==> src/rtl/lcd_fb_scanout.sv <==
`default_nettype none
// ============================================================================
// Module      : lcd_fb_scanout
// Description : Parallel RGB LCD scan-out engine. Generates the h/v timing,
//               reads the framebuffer through a synchronous-read RAM port
//               and replicates every framebuffer word into a
//               2^SCALE_SHIFT x 2^SCALE_SHIFT block of panel pixels.
//               Optional macro LCD_SCANOUT_TESTPAT_EN adds a test_pat input
//               that replaces RAM data with eight vertical colour bars.
// Revision    : 1.0 - initial release
// ============================================================================
module lcd_fb_scanout #(
  parameter int DATA_WIDTH  = 16,
  parameter int ADDR_WIDTH  = 13,
  parameter int H_ACTIVE    = 480,
  parameter int H_FP        = 8,
  parameter int H_SYNC      = 4,
  parameter int H_BP        = 43,
  parameter int V_ACTIVE    = 272,
  parameter int V_FP        = 8,
  parameter int V_SYNC      = 4,
  parameter int V_BP        = 12,
  parameter int SCALE_SHIFT = 2
) (
  input  logic                  clk,
  input  logic                  rst,
  input  logic                  enable,
`ifdef LCD_SCANOUT_TESTPAT_EN
  input  logic                  test_pat,
`endif
  output logic [ADDR_WIDTH-1:0] ram_addr,
  input  logic [DATA_WIDTH-1:0] ram_dout,
  output logic                  lcd_de,
  output logic                  lcd_hsync_n,
  output logic                  lcd_vsync_n,
  output logic [DATA_WIDTH-1:0] lcd_data,
  output logic                  frame_start
);

  localparam int H_TOTAL = H_ACTIVE + H_FP + H_SYNC + H_BP;
  localparam int V_TOTAL = V_ACTIVE + V_FP + V_SYNC + V_BP;
  localparam int HW      = $clog2(H_TOTAL);
  localparam int VW      = $clog2(V_TOTAL);
  localparam int SW      = (SCALE_SHIFT > 0) ? SCALE_SHIFT : 1;

  localparam logic [HW-1:0]         H_LAST     = HW'(H_TOTAL - 1);
  localparam logic [HW-1:0]         H_ACT_LAST = HW'(H_ACTIVE - 1);
  localparam logic [VW-1:0]         V_LAST     = VW'(V_TOTAL - 1);
  localparam logic [VW-1:0]         V_ACT_LAST = VW'(V_ACTIVE - 1);
  localparam logic [SW-1:0]         SUB_MAX    = SW'((1 << SCALE_SHIFT) - 1);
  localparam logic [ADDR_WIDTH-1:0] FB_STRIDE  = ADDR_WIDTH'(H_ACTIVE >> SCALE_SHIFT);

  // Counter-stage state
  logic                  run_q;
  logic [HW-1:0]         h_q, h_d;
  logic [VW-1:0]         v_q, v_d;
  logic [ADDR_WIDTH-1:0] line_base_q, line_base_d;
  logic [ADDR_WIDTH-1:0] ram_addr_q, ram_addr_d;
  logic [SW-1:0]         sub_x_q, sub_x_d;
  logic [SW-1:0]         sub_y_q, sub_y_d;

  // Raw timing flags for the current counter position
  logic de_raw, hs_raw, vs_raw;

  // Delay line aligning de/syncs with the RAM read latency
  logic de_p1_q, de_p2_q, hs_p1_q, hs_p2_q, vs_p1_q, vs_p2_q;
  logic                  lcd_de_q, lcd_hs_n_q, lcd_vs_n_q;
  logic [DATA_WIDTH-1:0] lcd_data_q;
  logic [DATA_WIDTH-1:0] pix_src;

  // run_q gates everything so the idle origin never looks like live video
  assign de_raw = run_q && (int'(h_q) < H_ACTIVE) && (int'(v_q) < V_ACTIVE);
  assign hs_raw = run_q && (int'(h_q) >= H_ACTIVE + H_FP) &&
                  (int'(h_q) < H_ACTIVE + H_FP + H_SYNC);
  assign vs_raw = run_q && (int'(v_q) >= V_ACTIVE + V_FP) &&
                  (int'(v_q) < V_ACTIVE + V_FP + V_SYNC);

  // Next-state logic for counters and the incremental address generator
  always_comb begin
    h_d         = h_q;
    v_d         = v_q;
    line_base_d = line_base_q;
    ram_addr_d  = line_base_q;
    sub_x_d     = '0;
    sub_y_d     = sub_y_q;

    // The first enabled cycle stays at the origin; counting starts after it
    if (run_q) begin
      if (h_q == H_LAST) begin
        h_d = '0;
        v_d = (v_q == V_LAST) ? '0 : v_q + VW'(1);
      end else begin
        h_d = h_q + HW'(1);
      end
    end

    if (de_raw) begin
      sub_x_d = (sub_x_q == SUB_MAX) ? '0 : sub_x_q + SW'(1);
      if (h_q == '0) begin
        ram_addr_d = line_base_q;
      end else if (sub_x_q == '0) begin
        ram_addr_d = ram_addr_q + ADDR_WIDTH'(1);
      end else begin
        ram_addr_d = ram_addr_q;
      end

      // End of an active line: advance the source row every 2^S lines.
      // After the last active line the base returns to 0 so blanking never
      // presents an address past the end of the framebuffer.
      if (h_q == H_ACT_LAST) begin
        if (v_q == V_ACT_LAST) begin
          sub_y_d     = '0;
          line_base_d = '0;
        end else if (sub_y_q == SUB_MAX) begin
          sub_y_d     = '0;
          line_base_d = line_base_q + FB_STRIDE;
        end else begin
          sub_y_d     = sub_y_q + SW'(1);
        end
      end
    end
  end

  // Counter-stage registers; reset or disable parks them at the origin
  always_ff @(posedge clk) begin
    if (rst || !enable) begin
      run_q       <= 1'b0;
      h_q         <= '0;
      v_q         <= '0;
      line_base_q <= '0;
      ram_addr_q  <= '0;
      sub_x_q     <= '0;
      sub_y_q     <= '0;
    end else begin
      run_q       <= 1'b1;
      h_q         <= h_d;
      v_q         <= v_d;
      line_base_q <= line_base_d;
      ram_addr_q  <= ram_addr_d;
      sub_x_q     <= sub_x_d;
      sub_y_q     <= sub_y_d;
    end
  end

  assign ram_addr    = ram_addr_q;
  assign frame_start = run_q && (h_q == '0) && (v_q == '0);

`ifdef LCD_SCANOUT_TESTPAT_EN
  localparam int BAR_W = (H_ACTIVE / 8 > 0) ? H_ACTIVE / 8 : 1;
  localparam int BW    = (BAR_W > 1) ? $clog2(BAR_W) : 1;
  localparam logic [BW-1:0] BAR_LAST = BW'(BAR_W - 1);

  logic [BW-1:0] bar_pix_q, bar_pix_d;
  logic [2:0]    bar_idx_q, bar_idx_d;
  logic [2:0]    bar_p1_q, bar_p2_q;
  logic [15:0]   bar_rgb;

  // Bar index tracks h_cnt*8/H_ACTIVE by stepping every H_ACTIVE/8 pixels
  always_comb begin
    bar_pix_d = '0;
    bar_idx_d = '0;
    if (de_raw) begin
      if (bar_pix_q == BAR_LAST) begin
        bar_idx_d = bar_idx_q + 3'd1;
      end else begin
        bar_pix_d = bar_pix_q + BW'(1);
        bar_idx_d = bar_idx_q;
      end
    end
  end

  // Bar counters live in the counter stage
  always_ff @(posedge clk) begin
    if (rst || !enable) begin
      bar_pix_q <= '0;
      bar_idx_q <= '0;
    end else begin
      bar_pix_q <= bar_pix_d;
      bar_idx_q <= bar_idx_d;
    end
  end

  // Bar index follows de through the same two delay stages
  always_ff @(posedge clk) begin
    if (rst) begin
      bar_p1_q <= '0;
      bar_p2_q <= '0;
    end else begin
      bar_p1_q <= bar_idx_q;
      bar_p2_q <= bar_p1_q;
    end
  end

  // RGB565 colour per bar: white, yellow, cyan, green, magenta, red, blue, black
  always_comb begin
    bar_rgb = 16'h0000;
    case (bar_p2_q)
      3'd0:    bar_rgb = 16'hFFFF;
      3'd1:    bar_rgb = 16'hFFE0;
      3'd2:    bar_rgb = 16'h07FF;
      3'd3:    bar_rgb = 16'h07E0;
      3'd4:    bar_rgb = 16'hF81F;
      3'd5:    bar_rgb = 16'hF800;
      3'd6:    bar_rgb = 16'h001F;
      default: bar_rgb = 16'h0000;
    endcase
  end

  assign pix_src = test_pat ? DATA_WIDTH'(bar_rgb) : ram_dout;
`else
  assign pix_src = ram_dout;
`endif

  // Output pipeline: de/syncs delayed to match addr register + RAM latency
  always_ff @(posedge clk) begin
    if (rst) begin
      de_p1_q    <= 1'b0;
      de_p2_q    <= 1'b0;
      hs_p1_q    <= 1'b0;
      hs_p2_q    <= 1'b0;
      vs_p1_q    <= 1'b0;
      vs_p2_q    <= 1'b0;
      lcd_de_q   <= 1'b0;
      lcd_hs_n_q <= 1'b1;
      lcd_vs_n_q <= 1'b1;
      lcd_data_q <= '0;
    end else begin
      de_p1_q    <= de_raw;
      de_p2_q    <= de_p1_q;
      hs_p1_q    <= hs_raw;
      hs_p2_q    <= hs_p1_q;
      vs_p1_q    <= vs_raw;
      vs_p2_q    <= vs_p1_q;
      lcd_de_q   <= de_p2_q;
      lcd_hs_n_q <= ~hs_p2_q;
      lcd_vs_n_q <= ~vs_p2_q;
      lcd_data_q <= de_p2_q ? pix_src : '0;
    end
  end

  assign lcd_de      = lcd_de_q;
  assign lcd_hsync_n = lcd_hs_n_q;
  assign lcd_vsync_n = lcd_vs_n_q;
  assign lcd_data    = lcd_data_q;

endmodule
`default_nettype wire

==> config.mk <==
export PLATFORM = sky130hd
export DESIGN_NAME = lcd_fb_scanout
export DESIGN_NICKNAME = d
export VERILOG_FILES = /design/src/rtl/lcd_fb_scanout.sv
export SDC_FILE = /design/constraint.sdc
export NUM_CORES = 1
export LEC_CHECK = 0
export CORE_MARGIN = 1
export CORE_UTILIZATION = 40
export DETAILED_ROUTE_END_ITERATION = 16
export GPL_TIMING_DRIVEN = 0
export HOLD_SLACK_MARGIN = 0.1
export PLACE_DENSITY_LB_ADDON = 0.2
export SYNTH_ARGS = -nofsm -noshare
export SYNTH_HDL_FRONTEND = slang
export SYNTH_SLANG_ARGS = --single-unit
export TNS_END_PERCENT = 1
==> constraint.sdc <==
create_clock -name clk -period 3.1 [get_ports clk]
set_input_delay 0.465 -clock clk [delete_from_list [all_inputs] [get_ports clk]]
set_output_delay 0.465 -clock clk [all_outputs]
set_load 0.02 [all_outputs]
==> results.txt, run 1 <==
- The flow ran to the end, and the final reports show no timing, DRC or antenna violations.
- Detailed-route vias per instance: 5.14
- Share of the synthesized area in the top cell type: 45.5%
- Required time reported for the critical path endpoint: 2.63 ns
- In the routed design, unresolved DRC markers number 0.
* Antenna Cells: 0
- Final setup vio count: 0
- Traced cell by cell, the critical path runs through or4_4 > or3b_2 > clkbuf_1 > nor2_1 > dlygate4sd2_1.
- After synthesis the cells add up to 3170 um2.
- TritonCTS clock tree: done
* Num CTS Buffers: 9
- Remaining antenna violation count: 0
- Sum of net half-perimeters after detailed placement: 4910 um
- Setup repair after global routing left no endpoint under its margin.
- Derived from the worst setup path, the maximum achievable clock frequency is 340 MHz.
- Clock-pin slew reported for the worst setup and hold paths after clock tree synthesis: 0.07 ns
* Slew at the pin with the worst max-slew slack: 0.728 ns
- Filler Cell Count: 723
- At the end of routability-driven placement, the weighted congestion stood at 0.801.
* Largest net degree at the start of global routing: 13
- After routing, the total negative slack on setup checks comes to 0 ns.
* Number of standard-cell rows in the floorplan: 32
* # nets final: 442
- Post-route clock period utilization: 94.9%
* Leakage: 1.31 nW
- In this run, synthesis produced a sequential element count of 72.
- First-pass iteration count of the detailed router: 5
* Count of endpoints failing hold in the final timing report: 0
- Register area share after synthesis: 45.5%
* Port bufs: 50
* Number of violations of the max-capacitance limit: 0
- In this run the worst path has a maximum fanout of 10.
- CTS sink cnt: 72
- The number of nets handed over by synthesis was 381.
* CTS H-Tree Depth: 3
* Main area contributors after synthesis: sky130_fd_sc_hd__dfxtp_1 (46%), sky130_fd_sc_hd__xnor2_1 (5.0%), sky130_fd_sc_hd__ha_1 (4.0%)
* Slew Viols, Final: 0
* PwrDens: 448 nW/um2
- Of the cells placed in the final design, the portion with a size suffix greater than 1 is 4.55%.
- In this run, distinct cell masters in the synthesized netlist total 43.
- From left edge to right edge, the die measures 91.0 um.
- Across the routed clock network, the largest skew measured is 0.00865 ns.
* Total number of vias: 2672
- Clock Tree Buf Depth: 2
* Peak ir drop on the vdd network: 216 uV
- The worst hold path belongs to the class flip-flop to flip-flop.
- During I/O placement, the number of pins put on the boundary was 52.
* Full die area: 8280 um2
- CTS root buffer: sky130_fd_sc_hd__clkbuf_8
* First-iteration detailed-routing DRC count: 107
- Before CTS, the worst setup slack after placement is 0.222 ns.
- The routed design has 6880 um of wire.
- The initial utilization of the core area, before any placement, comes to 41.2%.
- Wire length of the first global-routing pass: 11900 um
- Yosys warning total: 0
- With fillers left out, the area of the finished cells amounts to 4010 um2.
- The worst setup path is launched from a flip-flop.
- At the later pin of the worst-skew pair, clock insertion delay measures 0.34 ns.
* Layout area overhead: 26.5%
* Mean instance size in the synthesized netlist: 9.00 um2
- The total overflow left after global routing is 0.
- Routed wire length per instance: 13.2 um
- For the worst setup path, the data arrival time is 2.48 ns.
* Floorplan core area: 7690 um2
* Cell with the largest stage delay on the worst path: sky130_fd_sc_hd__or4_4
- Total Routing Usage GR: 17.8%
- Measured along the y axis, the die boundary spans 91.0 um.
- Vias in the first global route: 2568
* Crit path largest cell delay: 0.56 ns
- The worst setup path is captured at a primary output.
* Relative slew slack: 50.9%
- Once routing completed, OpenROAD measured the worst setup slack at 0.159 ns.
* Minimum clock period: 2.94 ns
* Hold_buf cts: 0
* Classification of the worst setup path: flip-flop to primary output
* Cells after synthesis: 352
- The largest total area in the synthesized netlist belongs to sky130_fd_sc_hd__dfxtp_1.
- Once placement finished, the instance area stood at 3790 um2.
- The initial antenna violation count was 0.
## critical path: cells and delay by family (launching register included)
family	cells	cell delay (ns)
DFF	1	0.38
and+or+nand+nor	3	1.17
buffers and inverters	2	0.58
## routing by layer
metal  wire length, um  vias to the layer above  global-route usage (%)
met5                 0                        -                       0
met4                93                        0                    8.73
met3               307                        8                    3.69
met2              3100                       62                    28.3
met1              3380                     1228                    23.0
li1                  -                     1374                       -
## final timing paths
path | slack (ns) | start | cells after the start | endpoint
max | 0.16 | h_q[3] | 5 | frame_start
min | 0.38 | hs_p2_q | 1 | lcd_hsync_n
max reg2reg | 0.66 | h_q[3] | 6 | h_q[9]
min reg2reg | 0.38 | hs_p2_q | 1 | lcd_hsync_n
## kinds of logic after synthesis
kind of cell / after synthesis / share of synthesized area, %
buf+inv: 34 / 4.19
simple gates: 150 / 26.7
flops: 72 / 45.5
compound gates: 59 / 11.9
mux: 5 / 1.58
fa+ha+maj: 10 / 3.95
xor+xnor: 22 / 6.08
## cell usage in the layout, fill, tap and decap left out, drive strengths merged, types with 3 or more instances in the layout
cell type and count:
inv 17, and2 17, ha 10, xnor2 18
nor2b 5, a211oi 10, xor2 4, clkdlybuf4s50 49
or3 4, a21oi 24, nand3 16, nor3b 3
nor3 11, nor4 5, o21ai 7, nor4b 3
nand2b 3, nand4 10, o31ai 10, dfxtp 72
or4 12, and3 4, mux2i 5, nor2 26
nand2 21, clkbuf 26
## through the flow
step	utilization (%)	instances	total power, mW	hold WS (ns)
floorplan	-	352	0.988	0.356
global placement	49.4	504	1.03	0.358
detailed placement	49.4	504	1.03	0.366
CTS	52.1	520	1.82	0.384
global route	52.1	520	1.87	0.397
finish	52.1	520	1.80	0.380
## layout make-up
type	instances	area [um2]	share of cell area, %
inverters	17	63.8	1.59
multi-input cells	246	1590	39.8
clock inverters	5	81.3	2.03
flip-flops and latches	72	1440	36.0
clock buffers	11	131	3.28
well taps	102	128	3.19
repair buffers	50	499	12.5
plain buffers	17	68.8	1.72
## cells in the mapped netlist
master	count
sky130_fd_sc_hd__or4_4	1
sky130_fd_sc_hd__nor3b_1	3
sky130_fd_sc_hd__and4_1	2
sky130_fd_sc_hd__a21o_1	1
sky130_fd_sc_hd__nor2_1	26
sky130_fd_sc_hd__a41o_1	1
sky130_fd_sc_hd__xnor2_1	18
sky130_fd_sc_hd__a211oi_1	10
sky130_fd_sc_hd__and3b_1	1
sky130_fd_sc_hd__o21ai_1	2
sky130_fd_sc_hd__o21ai_0	5
sky130_fd_sc_hd__nand4b_1	2
sky130_fd_sc_hd__mux2i_1	5
sky130_fd_sc_hd__nand3_1	16
sky130_fd_sc_hd__a31oi_1	1
sky130_fd_sc_hd__and3_1	4
sky130_fd_sc_hd__nor4_1	5
sky130_fd_sc_hd__o211ai_1	2
sky130_fd_sc_hd__o31ai_1	10
sky130_fd_sc_hd__buf_4	1
sky130_fd_sc_hd__xor2_1	4
sky130_fd_sc_hd__o41ai_2	1
sky130_fd_sc_hd__and2_1	17
sky130_fd_sc_hd__nand2_1	21
sky130_fd_sc_hd__clkbuf_1	15
sky130_fd_sc_hd__dfxtp_1	72
sky130_fd_sc_hd__nor3_1	11
sky130_fd_sc_hd__nand2b_1	3
sky130_fd_sc_hd__o41ai_1	1
sky130_fd_sc_hd__nor4bb_1	2
sky130_fd_sc_hd__a311oi_1	1
sky130_fd_sc_hd__ha_1	10
sky130_fd_sc_hd__inv_1	17
sky130_fd_sc_hd__or3_1	4
sky130_fd_sc_hd__or4_1	11
sky130_fd_sc_hd__buf_2	1
sky130_fd_sc_hd__nor4b_1	3
sky130_fd_sc_hd__a21oi_1	24
sky130_fd_sc_hd__nor2b_1	5
sky130_fd_sc_hd__nand4_1	10
sky130_fd_sc_hd__or3b_2	1
sky130_fd_sc_hd__and4b_1	1
sky130_fd_sc_hd__or4b_1	1
## sequential cells by signal, indices dropped and copies added, names as in the netlist
name and flops:
de_p1_q 1, de_p2_q 1, h_q 10, hs_p1_q 1, hs_p2_q 1, lcd_data 16
lcd_de 1, lcd_hsync_n 1, lcd_vsync_n 1, line_base_q 10, ram_addr 13, run_q 1
sub_x_q 2, sub_y_q 2, v_q 9, vs_p1_q 1, vs_p2_q 1
## timing repair
| action | 4_1_cts | 5_1_grt |
|---|---|---|
| resized for setup | 1 | 0 |
| setup buffers | 0 | 0 |
| setup endpoints to repair | 1 | 0 |
## power breakdown
group          internal [mW]  total [mW]  switching (mW)  leakage [nW]
Clock                  0.454       0.793           0.340         0.104
Combinational         0.0357      0.0710          0.0354         0.630
Sequential             0.930       0.932         0.00263         0.581
No activity file was read; power rests on OpenSTA's default activity.
==> inputs of run 2 (changes only) <==
Settings changed: CAP_MARGIN set to 15, RECOVER_POWER set to 100, REMOVE_ABC_BUFFERS set to 1.
==> run 2 against run 1 <==
Effect of this change:
- global-route usage fell by 0.096 points
- via count fell by 2.3%
- combinational power fell by 5.4%
- power rose by 2.3%
- core utilization fell by 0.75 points
- die area did not move
- clock skew rose by 0.0030 ns
- setup slack improved by 0.022 ns
- critical path type unchanged
- critical endpoint unchanged
==> results.txt, run 2 (same netlist as run 1, synthesis figures left out) <==
- # nets final: 426 (was 442)
- The headroom to the max-slew limit came to 24.9% (was 50.9%).
- Post-detailed-route DRC marker count: 0 (unchanged)
- Number of standard-cell rows in the floorplan: 32 (unchanged)
* GRT overflow: 0 (unchanged)
* Clock Tree Buf Depth: 2 (unchanged)
- Total number of vias: 2610 (was 2672)
- The critical path data required time came to 2.63 ns (about the same).
* First-iteration detailed-routing DRC count: 111 (was 107)
- Layout area overhead: 24.7% (was 26.5%)
- The maximum fanout along the worst path came to 10 (unchanged).
- Num CTS Buffers: 9 (unchanged)
* Remaining antenna violation count: 0 (unchanged)
- The insertion delay of the later-clocked pin in the worst-skew pair was 0.36 ns (was 0.34 ns).
* Kind of start point of the critical path: flip-flop (unchanged)
- The clock-pin slew of the registers on the worst-case setup and hold paths came to 0.09 ns (was 0.07 ns).
- Worst min path class: flip-flop to flip-flop (unchanged)
- The wire length of the first global-routing pass came to 11700 um (was 11900 um).
- Run status: completed (unchanged).
* Effective utilization at floorplan: 41.2% (unchanged)
- Total power draw: 1.84 mW (was 1.80 mW)
- Most common library cell in the layout ignoring fill and taps: sky130_fd_sc_hd__dfxtp_1 (unchanged)
* Global placer's final weighted congestion: 0.781 (was 0.801)
* Post-route clock period utilization: 94.2% (was 94.9%)
* Peak ir drop on the vdd network: 260 uV (was 216 uV)
- PwrDens: 466 nW/um2 (was 448 nW/um2)
- Share of final-layout standard cells stronger than drive strength 1: 4.23% (was 4.55%)
- The first-pass detailed-route iteration total is 4 (was 5).
- The max-slew violation count was 0 (unchanged).
- The maximum achievable frequency came to 343 MHz (was 340 MHz).
* CTS root buffer: sky130_fd_sc_hd__clkbuf_8 (unchanged)
- The total number of clock tree sinks came to 72 (unchanged).
- The total wire length is 6660 um (was 6880 um).
- The category of the most critical setup path is flip-flop to primary output (unchanged).
- The worst setup skew after layout is 0.0116 ns (was 0.00865 ns).
* Height of the die: 91.0 um (unchanged)
- The total inserted antenna cells was 0 (unchanged).
* Leakage: 1.38 nW (was 1.31 nW)
- Horizontal extent of the die: 91.0 um (unchanged)
- The global routing usage summed across all routing layers is 17.7% (was 17.8%).
- The final setup TNS is 0 ns (unchanged).
* Detailed-route vias per instance: 5.18 (was 5.14)
* TritonCTS clock tree: done (unchanged)
* Hold Worst Slack: 0.367 ns (was 0.380 ns)
* Setup crit end kind: primary output (unchanged)
* Largest net degree at the start of global routing: 24 (was 13)
- Antenna violations before repair: 0 (unchanged)
* Floorplan core area: 7690 um2 (unchanged)
* Sum of net half-perimeters after detailed placement: 4650 um (was 4910 um)
* Vias in the first global route: 2563 (was 2568)
- Flip-flop count of the largest register, all copies and words added: 16 (unchanged)
- CTS H-Tree Depth: 3 (unchanged)
- The number of top-level design ports is 52 (unchanged).
- Full die area: 8280 um2 (unchanged)
- Count of endpoints failing hold in the final timing report: 0 (unchanged)
* Routed wire length per instance: 13.2 um (about the same)
- Arrival time reported for the critical path endpoint: 2.45 ns (was 2.48 ns)
- The transition time at the pin with the least slew margin came to 1.11 ns (was 0.728 ns).
- Hold_buf cts: 0 (unchanged)
* Setup repair after global routing missed its margin: no (unchanged)
- The count of port buffers added during placement was 51 (was 50).
- Final setup vio count: 0 (unchanged)
- The number of max-cap violations is 0 (unchanged).
- The post-route minimum period is 2.92 ns (was 2.94 ns).
- Commonest non-fill, non-tap cells in the layout: sky130_fd_sc_hd__dfxtp_1 (72), sky130_fd_sc_hd__dlygate4sd3_1 (33), sky130_fd_sc_hd__nor2_1 (26), sky130_fd_sc_hd__a21oi_1 (24), sky130_fd_sc_hd__nand2_1 (21) (was sky130_fd_sc_hd__dfxtp_1 (72), sky130_fd_sc_hd__clkdlybuf4s50_1 (49), sky130_fd_sc_hd__nor2_1 (26), sky130_fd_sc_hd__a21oi_1 (24), sky130_fd_sc_hd__nand2_1 (21)).
-- run 2: layer usage --
layer	vias up	routed length [um]	global-route usage [%]
met1	1213	3180	22.2
met3	8	250	4.77
met2	38	3140	28.4
met4	0	89	8.20
li1	1351	-	-
met5	-	0	0
-- run 2: metrics by stage --
stage | utilization (%) | cells | worst slack, ns | area [um2]
after floorplan | - | 335 | 0.781 | 3100
after global placement | 48.6 | 488 | 0.189 | 3740
after detailed placement | 48.6 | 488 | 0.189 | 3740
after CTS | 51.5 | 504 | 0.188 | 3960
after global routing | 51.4 | 504 | 0.0870 | 3950
final | 51.4 | 504 | 0.181 | 3950
-- run 2: layout make-up --
cell class | count | area (um2)
sequential | 72 | 1440
multi-input combinational | 246 | 1580
tap | 102 | 128
clock inverter | 7 | 101
clock buffer | 9 | 124
fill | 743 | 3740
timing repair buffer | 51 | 509
inverter | 17 | 63.8
-- run 2: timing repair --
action                                  in CTS  in global routing
setup buffers                                0                  0
endpoints found under the setup margin       1                  0
resized for setup                            1                  0
-- run 2: worst max-delay path, stage by stage (launching register included) --
cell	delay (ns)
sky130_fd_sc_hd__dfxtp_1	0.38
sky130_fd_sc_hd__or4_1	0.58
sky130_fd_sc_hd__or3b_2	0.60
sky130_fd_sc_hd__nor2_1	0.18
sky130_fd_sc_hd__dlygate4sd2_1	0.36
-- run 2: worst paths after layout --
| check | startpoint | end | slack (ns) | cells past startpoint |
|---|---|---|---|---|
| hold / removal | hs_p2_q | lcd_hsync_n | 0.37 | 1 |
| hold reg to reg | hs_p2_q | lcd_hsync_n | 0.37 | 1 |
| setup reg to reg | h_q[3] | v_q[0] | 0.31 | 4 |
| setup / recovery | h_q[3] | frame_start | 0.18 | 4 |
-- run 2: where the power goes --
group	internal [mW]	total [mW]	switching [mW]	leakage, nW
combinational	0.0339	0.0672	0.0332	0.690
sequential	0.929	0.934	0.00450	0.581
clock	0.461	0.838	0.377	0.107
total	1.42	1.84	0.415	1.38
==> inputs of run 3 (changes only) <==
Settings changed: CTS_CLUSTER_DIAMETER set to 40, RECOVER_POWER 100 to not set, SETUP_SLACK_MARGIN set to 0.3.
==> run 3 against run 2 <==
Effect of this change:
- global-route usage about the same
- routed wire length barely moved
- cell count unchanged
- hold slack improved by 0.0021 ns
- non-clock buffer count did not move
- first-iteration DRC count is 3.6% lower
- largest cell class unchanged
==> results.txt, run 3 (same netlist as run 1, synthesis figures left out) <==
- Arrival time reported for the critical path endpoint: 2.13 ns (was 2.45 ns)
* Setup repair after global routing missed its margin: no (unchanged)
- Wire length reported by the detailed router: 6660 um (about the same)
* Share of final-layout standard cells stronger than drive strength 1: 5.22% (was 4.23%)
* Detailed-route vias per instance: 5.18 (about the same)
- CTS H-Tree Depth: 3 (unchanged)
* Layout Utilization: 51.6% (was 51.4%)
- The headroom to the max-slew limit was 33.8% (was 24.9%).
- Total number of vias: 2609 (was 2610)
- Leakage: 1.30 nW (was 1.38 nW)
- Minimum clock period: 2.59 ns (was 2.92 ns)
- The die span in y is 91.0 um (unchanged).
* Worst min path class: flip-flop to flip-flop (unchanged)
* Final setup vio count: 0 (unchanged)
- First-pass iteration count of the detailed router: 4 (unchanged)
* Worst-path fanout max: 10 (unchanged)
- Run status: completed (unchanged)
* Full die area: 8280 um2 (unchanged)
- Post-route clock period utilization: 83.6% (was 94.2%)
- Wire length of the first global-routing pass: 11700 um (about the same)
- The count of port buffers added during placement came to 51 (unchanged).
- Slew at the pin with the worst max-slew slack: 0.992 ns (was 1.11 ns)
- Clock Tree Buf Depth: 2 (unchanged)
- CTS root buffer: sky130_fd_sc_hd__clkbuf_8 (unchanged)
* Setup crit end kind: primary output (unchanged)
* PwrDens: 463 nW/um2 (was 466 nW/um2)
- Fin Clk Skew: 0.00973 ns (was 0.0116 ns)
- The initial antenna violation count is 0 (unchanged).
- The area growth from synthesis to layout is 25.2% (was 24.7%).
* Floorplan core area: 7690 um2 (unchanged)
- The clock tree from TritonCTS was done (unchanged).
- Effective utilization at floorplan: 41.2% (unchanged)
- The mean routed wirelength per cell came to 13.2 um (about the same).
- The category of the most critical setup path was flip-flop to primary output (unchanged).
- CTS sink cnt: 72 (unchanged)
- Required time reported for the critical path endpoint: 2.63 ns (about the same)
* GRT overflow: 0 (unchanged)
- The total inserted antenna cells was 0 (unchanged).
* Largest net degree at the start of global routing: 24 (unchanged)
- The insertion delay of the later-clocked pin in the worst-skew pair is 0.35 ns (was 0.36 ns).
- Clock-pin slew reported for the worst setup and hold paths after clock tree synthesis: 0.08 ns (was 0.09 ns)
- Commonest non-fill, non-tap cells in the layout: sky130_fd_sc_hd__dfxtp_1 (72), sky130_fd_sc_hd__clkdlybuf4s50_1 (50), sky130_fd_sc_hd__nor2_1 (26), sky130_fd_sc_hd__a21oi_1 (24), sky130_fd_sc_hd__nand2_1 (21) (was sky130_fd_sc_hd__dfxtp_1 (72), sky130_fd_sc_hd__dlygate4sd3_1 (33), sky130_fd_sc_hd__nor2_1 (26), sky130_fd_sc_hd__a21oi_1 (24), sky130_fd_sc_hd__nand2_1 (21))
- Number of standard-cell rows in the floorplan: 32 (unchanged)
- Num CTS Buffers: 9 (unchanged)
- The global routing usage summed across all routing layers was 17.7% (about the same).
- The number of routed nets with antenna violations came to 0 (unchanged).
- The via count of the first global-routing pass is 2565 (was 2563).
- First-iteration detailed-routing DRC count: 107 (was 111)
- Filler Cell Count: 738 (was 743)
* Most common library cell in the layout ignoring fill and taps: sky130_fd_sc_hd__dfxtp_1 (unchanged)
* Kind of start point of the critical path: flip-flop (unchanged)
- Flip-flop count of the largest register, all copies and words added: 16 (unchanged)
* Horizontal extent of the die: 91.0 um (unchanged)
- The weighted congestion reported at the end of routability-driven placement is 0.781 (unchanged).
- Slew Viols, Final: 0 (unchanged)
- The estimated wirelength of the detail-placed design is 4650 um (unchanged).
- # nets final: 426 (unchanged)
- The DRC violation count after routing was 0 (unchanged).
* Count of endpoints failing hold in the final timing report: 0 (unchanged)
- Fmax: 386 MHz (was 343 MHz)
- The peak supply drop is 259 uV (was 260 uV).
- The final setup TNS came to 0 ns (unchanged).
* Number of violations of the max-capacitance limit: 0 (unchanged)
- The number of top-level design ports was 52 (unchanged).
run 3: worst paths after layout:
path / startpoint / end / slack (ns) / depth (start not counted)
setup reg to reg: h_q[3] / v_q[7] / 0.58 / 4
setup / recovery: h_q[3] / frame_start / 0.51 / 4
hold / removal: hs_p2_q / lcd_hsync_n / 0.37 / 1
hold reg to reg: hs_p2_q / lcd_hsync_n / 0.37 / 1
run 3: power breakdown:
part / internal, mW / switching (mW) / leakage, nW
sequential: 0.929 / 0.00451 / 0.581
clock: 0.461 / 0.372 / 0.107
combinational: 0.0357 / 0.0332 / 0.609
run 3: timing repair:
| action | 4_1_cts | 5_1_grt |
|---|---|---|
| setup buffers | 0 | 0 |
| endpoints found under the setup margin | 1 | 1 |
| hold buffers | 0 | 0 |
| gates resized for setup | 2 | 3 |
run 3: cell type report:
cell class	instances	area, um2	share of cell area (%)
multi-input cells	246	1600	40.4
inverters	17	63.8	1.61
clock inverters	7	101	2.56
flip-flops and latches	72	1440	36.4
well taps	102	128	3.22
clock buffers	9	124	3.12
repair buffers	51	505	12.7
run 3: per-stage QoR:
step                      power, mW  hold WS [ns]  instance area [um2]  std cells  setup slack (ns)
after floorplan               0.985         0.355                 3100        335             0.781
after global placement         1.02         0.358                 3740        488             0.189
after detailed placement       1.03         0.361                 3740        488             0.189
after CTS                      1.87         0.363                 3960        504             0.333
after global routing           1.92         0.374                 3970        504             0.389
final                          1.84         0.369                 3970        504             0.509
run 3: routing by layer:
layer / share of wire [%] / track usage, %
met3: 3.3 / 4.77
met1: 48 / 22.2
met2: 47 / 28.4
met4: 1.9 / 8.20
met5: 0 / 0
run 3: worst max-delay path, cell delays in order (launching register included):
cell	delay, ns
sky130_fd_sc_hd__dfxtp_1	0.38
sky130_fd_sc_hd__or4_4	0.57
sky130_fd_sc_hd__or3b_4	0.46
sky130_fd_sc_hd__nor2_1	0.17
sky130_fd_sc_hd__clkbuf_2	0.19
